--- config.mk ---
export PLATFORM = sky130hd
export DESIGN_NAME = fifo_stream_reader
export DESIGN_NICKNAME = d
export VERILOG_FILES = /design/src/rtl/fifo_pkg.sv /design/src/rtl/fifo_skid_buf.sv /design/src/rtl/fifo_stream_reader.sv
export SDC_FILE = /design/constraint.sdc
export NUM_CORES = 1
export LEC_CHECK = 0
export ABC_CLOCK_PERIOD_IN_PS = 5600
export BUFFER_PORTS_ARGS = -buffer_cell sky130_fd_sc_hd__buf_2
export CAP_MARGIN = 10
export CORE_ASPECT_RATIO = 0.7
export CORE_MARGIN = 3
export CORE_UTILIZATION = 55
export DETAILED_ROUTE_END_ITERATION = 16
export PLACE_DENSITY = 0.81
export REMOVE_ABC_BUFFERS = 1
export SLEW_MARGIN = 30
export SYNTH_ARGS = -nofsm -noshare
export SYNTH_HDL_FRONTEND = slang
export SYNTH_SLANG_ARGS = --single-unit
--- constraint.sdc ---
create_clock -name clk -period 5.6 [get_ports clk]
set_clock_uncertainty 0.1 [all_clocks]
set_input_delay 0.84 -clock clk [delete_from_list [all_inputs] [get_ports clk]]
set_output_delay 0.84 -clock clk [all_outputs]
set_load 0.1 [all_outputs]
--- src/rtl/fifo_pkg.sv ---
// ============================================================================
// Module   : fifo_pkg
// Brief    : FIFO read-mode names and mode decoding shared by FIFO-side blocks.
// Revision : 1.0
// ============================================================================
`default_nettype none

package fifo_pkg;

    localparam string MODE_STANDARD = "Standard";
    localparam string MODE_FWFT     = "FWFT";

    // Anything that is not exactly "FWFT" decodes as Standard.
    function automatic bit is_fwft(input string mode);
        return (mode == MODE_FWFT);
    endfunction

endpackage

`default_nettype wire

--- src/rtl/fifo_skid_buf.sv ---
// ============================================================================
// Module   : fifo_skid_buf
// Brief    : Two-entry ordered buffer; head is always entry 0.
// Revision : 1.0
// ============================================================================
`default_nettype none

module fifo_skid_buf
    import fifo_pkg::*;
#(
    parameter int DATA_WIDTH = 32
) (
    input  logic                  clk,
    input  logic                  rst,
    input  logic                  push,
    input  logic [DATA_WIDTH-1:0] push_data,
    input  logic                  pop,
    output logic [DATA_WIDTH-1:0] head,
    output logic [1:0]            occ
);

    logic [DATA_WIDTH-1:0] r_mem_q [2];
    logic [DATA_WIDTH-1:0] w_mem_d [2];
    logic [1:0]            r_occ_q;
    logic [1:0]            w_occ_d;
    logic [1:0]            w_wr_idx;

    always_comb begin
        w_mem_d  = r_mem_q;
        w_wr_idx = r_occ_q - {1'b0, pop};
        w_occ_d  = r_occ_q + {1'b0, push} - {1'b0, pop};
        if (pop) begin
            w_mem_d[0] = r_mem_q[1];
        end
        // The write slot is taken after the shift, so push+pop lands behind the new head.
        if (push) begin
            if (w_wr_idx == 2'd0) begin
                w_mem_d[0] = push_data;
            end else begin
                w_mem_d[1] = push_data;
            end
        end
    end

    always_ff @(posedge clk) begin
        if (rst) begin
            r_mem_q[0] <= '0;
            r_mem_q[1] <= '0;
            r_occ_q    <= 2'd0;
        end else begin
            r_mem_q <= w_mem_d;
            r_occ_q <= w_occ_d;
        end
    end

    assign head = r_mem_q[0];
    assign occ  = r_occ_q;

    a_no_overflow: assert property (@(posedge clk) disable iff (rst)
        !(push && !pop && (r_occ_q == 2'd2)));

    a_no_underflow: assert property (@(posedge clk) disable iff (rst)
        !(pop && (r_occ_q == 2'd0)));

endmodule

`default_nettype wire

--- src/rtl/fifo_stream_reader.sv ---
// ============================================================================
// Module   : fifo_stream_reader
// Brief    : Drains a synchronous FIFO read port into a valid/ready stream.
// Revision : 1.0
// ============================================================================
`default_nettype none

module fifo_stream_reader
    import fifo_pkg::*;
#(
    parameter int    DATA_WIDTH = 32,
    parameter string MODE       = MODE_STANDARD,
    parameter int    CNT_WIDTH  = 16
) (
    input  logic                  clk,
    input  logic                  rst,
    input  logic                  fifo_empty,
    input  logic [DATA_WIDTH-1:0] fifo_dout,
    output logic                  fifo_ren,
    output logic [DATA_WIDTH-1:0] m_data,
    output logic                  m_valid,
    input  logic                  m_ready,
    output logic [CNT_WIDTH-1:0]  xfer_cnt
);

    localparam bit C_FWFT = is_fwft(MODE);

    logic [1:0]           w_occ;
    logic                 w_pop;
    logic                 w_push;
    logic [2:0]           w_level;
    logic                 r_inflight_q;
    logic                 w_inflight_d;
    logic [CNT_WIDTH-1:0] r_xfer_cnt_q;
    logic [CNT_WIDTH-1:0] w_xfer_cnt_d;

    assign m_valid = (w_occ != 2'd0);
    assign w_pop   = m_valid & m_ready;

    // Words already committed to the buffer after this cycle's pop; a read is
    // only issued when its word is guaranteed a slot.
    assign w_level  = {1'b0, w_occ} + {2'b00, r_inflight_q} - {2'b00, w_pop};
    assign fifo_ren = !rst && !fifo_empty && (w_level <= 3'd1);

    generate
        if (C_FWFT) begin : g_fwft
            always_comb begin
                w_push       = fifo_ren;
                w_inflight_d = 1'b0;
            end
        end else begin : g_std
            always_comb begin
                w_push       = r_inflight_q;
                w_inflight_d = fifo_ren;
            end
        end
    endgenerate

    always_comb begin
        w_xfer_cnt_d = r_xfer_cnt_q + {{(CNT_WIDTH-1){1'b0}}, w_pop};
    end

    always_ff @(posedge clk) begin
        if (rst) begin
            r_inflight_q <= 1'b0;
            r_xfer_cnt_q <= '0;
        end else begin
            r_inflight_q <= w_inflight_d;
            r_xfer_cnt_q <= w_xfer_cnt_d;
        end
    end

    assign xfer_cnt = r_xfer_cnt_q;

    fifo_skid_buf #(
        .DATA_WIDTH (DATA_WIDTH)
    ) u_skid_buf (
        .clk       (clk),
        .rst       (rst),
        .push      (w_push),
        .push_data (fifo_dout),
        .pop       (w_pop),
        .head      (m_data),
        .occ       (w_occ)
    );

endmodule

`default_nettype wire

==> impl_metrics.csv <==
group,metric,value,unit
timing,tightest_slew,0.986,ns
cells_and_area,area_growth,8.83,%
yosys,yosysMostFrequentCell,"dfxtp_1",
timing,finalHoldViolCount,0,
timing,fmax,0.273,GHz
floorplan,dieArea,0.00806,mm²
pwr,p_per_area,364,mW/mm²
floorplan,start_util,59.1,%
routing,viasPerCell,5.26,
timing,rsz0062_at_grt,"false",
critical_path,critPathKind,"in -> out",
global_route,grt_max_degree,84,
routing,wl,7750,µm
global_route,grt-ovfl-total,0,
clock_tree,cts_hold_buf,0,
placed_design,dp_hpwl,5170,µm
global_route,first_global_vias,2847,
clock_tree,cts_buffers,9,
critical_path,endpoint_kind,"primary output",
run_status,status,"complete, no violations",
routing,drc,0,
flow_run,drv_cap,0,
yosys,synth-edff-count,0,
critical_path,rrSetupSlack,2.97,ns
yosys,yosysTopAreaCell,"dfxtp_1",
global_route,grtUsageTotal,20.3,%
critical_path,cpPeakStageDelay,0.47,ns
routing,wl_met1,3570,µm
routing,firstDrtPassIters,5,
clock_tree,cts_root_buffer,"clkbuf_8",
timing,hold_ws,0.356,ns
cells_and_area,n_antenna_cell,0,
floorplan,ios,86,
yosys,syn_inst,414,
placed_design,io_buffers,85,
timing,setup-violations-final,0,
floorplan,die_w,106,µm
critical_path,cp_data_arrival_time,2.73,ns
routing,route.met3.wl,535,µm
pwr,p_leak,1.84,nW
placed_design,place.gp.congestion,0.726,
clock_tree,clkSlewWorstSetupHoldPaths,0.07,ns
clock_tree,clockBufferDepth,2,
floorplan,rows,24,
yosys,synth_seq_cells,83,
clock_tree,clk_latency,0.34,ns
timing,fin_crit_sh,65.5,%
critical_path,reg2reg_depth,7,
routing,drt_first_iter_violations,130,
critical_path,worst_path_max_delay_cell,"buf_2",
floorplan,dieHeight,76.0,µm
timing,slew_headroom,34.3,%
cells_and_area,fillerInstances,551,
clock_tree,cts_tree,"done",
routing,antenna_left,0,
critical_path,crit_path_start,"m_ready",
cells_and_area,finalNetCount,497,
yosys,synth_commonest_cells,"83 x dfxtp_1, 68 x nand2_1, 48 x nor2_1, 36 x buf_4, 34 x a21oi_1",
clock_tree,cts_resized,0,
routing,num_vias,2904,
critical_path,timing.critical_path.fanout_max,4,
critical_path,r2r_start,"u_skid_buf.occ[1]$_SDFF_PP0_",
yosys,synth_cell_types,36,
floorplan,core_area,0.00652,mm²
cells_and_area,final_util,64.4,%
clock_tree,cts_htree_levels,3,
yosys,synth_top_area_share,43.1,%
clock_tree,cts_sinks,83,
worst_hold_path,hold_class,"reg -> reg",
global_route,grt_pass1_wl,13400,µm
routing,wire_per_inst,14.0,µm
yosys,ys.flop_type,"dfxtp_1",
critical_path,worst_ep_required_time,4.66,ns
timing,maxSlewViolCount,0,
cells_and_area,drive_gt1_share,30.4,%
critical_path,endpoint,"fifo_ren",
yosys,syn_area,0.00385,mm²
yosys,ys_seq_area_share,43.1,%
yosys,avgSynthCellArea,9.31,µm²
critical_path,timing.critical_path.cells,"buf_2 -> and3b_4 -> inv_2 -> nand2_1 -> ha_1 -> fa_1 -> xnor2_1 -> nor4_1 -> buf_2",
yosys,synth_area_leaders,"dfxtp_1 43%, a211oi_2 9.1%, mux2i_1 8.3%, buf_4 7.0%, nand2_1 6.6%",
yosys,yosys_warnings,0,
routing,dr_wl_met2,3610,µm
clock_tree,post-cts-setup-buffers,0,
critical_path,crit_path_start_kind,"input port",
pwr,peakVddDrop,0.221,mV
timing,period_minus_slack,3.67,ns
yosys,async_reset_ff_share,0,%
routing,top_layer,"met4",
critical_path,worstReg2RegEnd,"u_skid_buf.head[10]$_SDFF_PP0_",
critical_path,path_common_cell,"buf_2",
global_route,antenna_found_initial,0,
## area by class of cell
cell class                 instances  area (µm²)  share of cell area [%]
timing repair buffer              90         478                    11.4
inverter                           5        18.8                   0.447
clock inverter                     5        31.3                   0.746
tap                               91         114                    2.71
sequential                        83        1660                    39.6
clock buffer                      10         128                    3.04
multi-input combinational        268        1760                    42.0
## layer usage
layer	up-vias	global-route usage (%)
li1	1459	-
met1	1373	25.6
met2	68	33.2
met3	4	7.87
met4	0	4.27
met5	-	0
## state kept, by name, summed over array words and instances (netlist names)
| register | count |
|---|---|
| r_inflight_q | 1 |
| u_skid_buf.head | 32 |
| u_skid_buf.occ | 2 |
| u_skid_buf.r_mem_q | 32 |
| xfer_cnt | 16 |
## placed cells by master (no fill, tap or decap), drive strengths merged, types with 2 or more instances in the layout
cell	instances
a211oi	32
a21oi	34
buf	90
clkbuf	10
clkinv	4
dfxtp	83
ha	3
inv	5
mux2	2
mux2i	32
nand2	68
nand3	7
nand4	2
nor2	48
nor2b	6
nor3	4
nor4	6
o21ai	3
or3	2
xnor2	11
## cells by family after synthesis
logic type	share of synthesized area, %
adders and majority gates	1.49
muxes	8.90
AOI/OAI and AO/OA	15.6
DFF	43.1
xor gates and xnor gates	2.73
and+or+nand+nor	16.7
buffers and inverters	11.6
## how the worst min path moves through the flow
stage                                   startpoint                                  end  slack, ns  cells after the start
5_1_grt        u_skid_buf.r_mem_q[23]$_SDFFE_PP0P_  u_skid_buf.r_mem_q[23]$_SDFFE_PP0P_       0.38                      2
6_report       u_skid_buf.r_mem_q[23]$_SDFFE_PP0P_  u_skid_buf.r_mem_q[23]$_SDFFE_PP0P_       0.36                      2
2_1_floorplan   u_skid_buf.r_mem_q[0]$_SDFFE_PP0P_   u_skid_buf.r_mem_q[0]$_SDFFE_PP0P_       0.33                      2
4_1_cts        u_skid_buf.r_mem_q[23]$_SDFFE_PP0P_  u_skid_buf.r_mem_q[23]$_SDFFE_PP0P_       0.36                      2
3_3_place_gp   u_skid_buf.r_mem_q[27]$_SDFFE_PP0P_  u_skid_buf.r_mem_q[27]$_SDFFE_PP0P_       0.34                      2
3_5_place_dp   u_skid_buf.r_mem_q[10]$_SDFFE_PP0P_  u_skid_buf.r_mem_q[10]$_SDFFE_PP0P_       0.35                      2
## where the power goes
part	switching (W)	total, W	internal [W]
clock	0.000202	0.000360	0.000157
sequential	0.0000273	0.000663	0.000635
combinational	0.000394	0.000502	0.000108
total	0.000624	0.00152	0.000901
## worst max-delay path: cells and delay by family
kind | cells | cell delay [ns]
buf+inv | 3 | 0.71
fa+ha+maj | 2 | 0.58
xor+xnor | 1 | 0.16
simple gates | 3 | 0.44
## through the flow
step	TNS (ns)	cell area (µm²)	setup slack, ns	std cells	power, W
floorplan	-0.0308	3430	-0.0308	356	0.00108
global placement	0	4020	1.99	536	0.00117
detailed placement	0	4040	1.91	537	0.00118
CTS	0	4190	1.91	552	0.00154
global route	0	4190	1.84	552	0.00160
finish	0	4190	1.93	552	0.00152
Note: power is estimated with default switching activity, not from simulation.
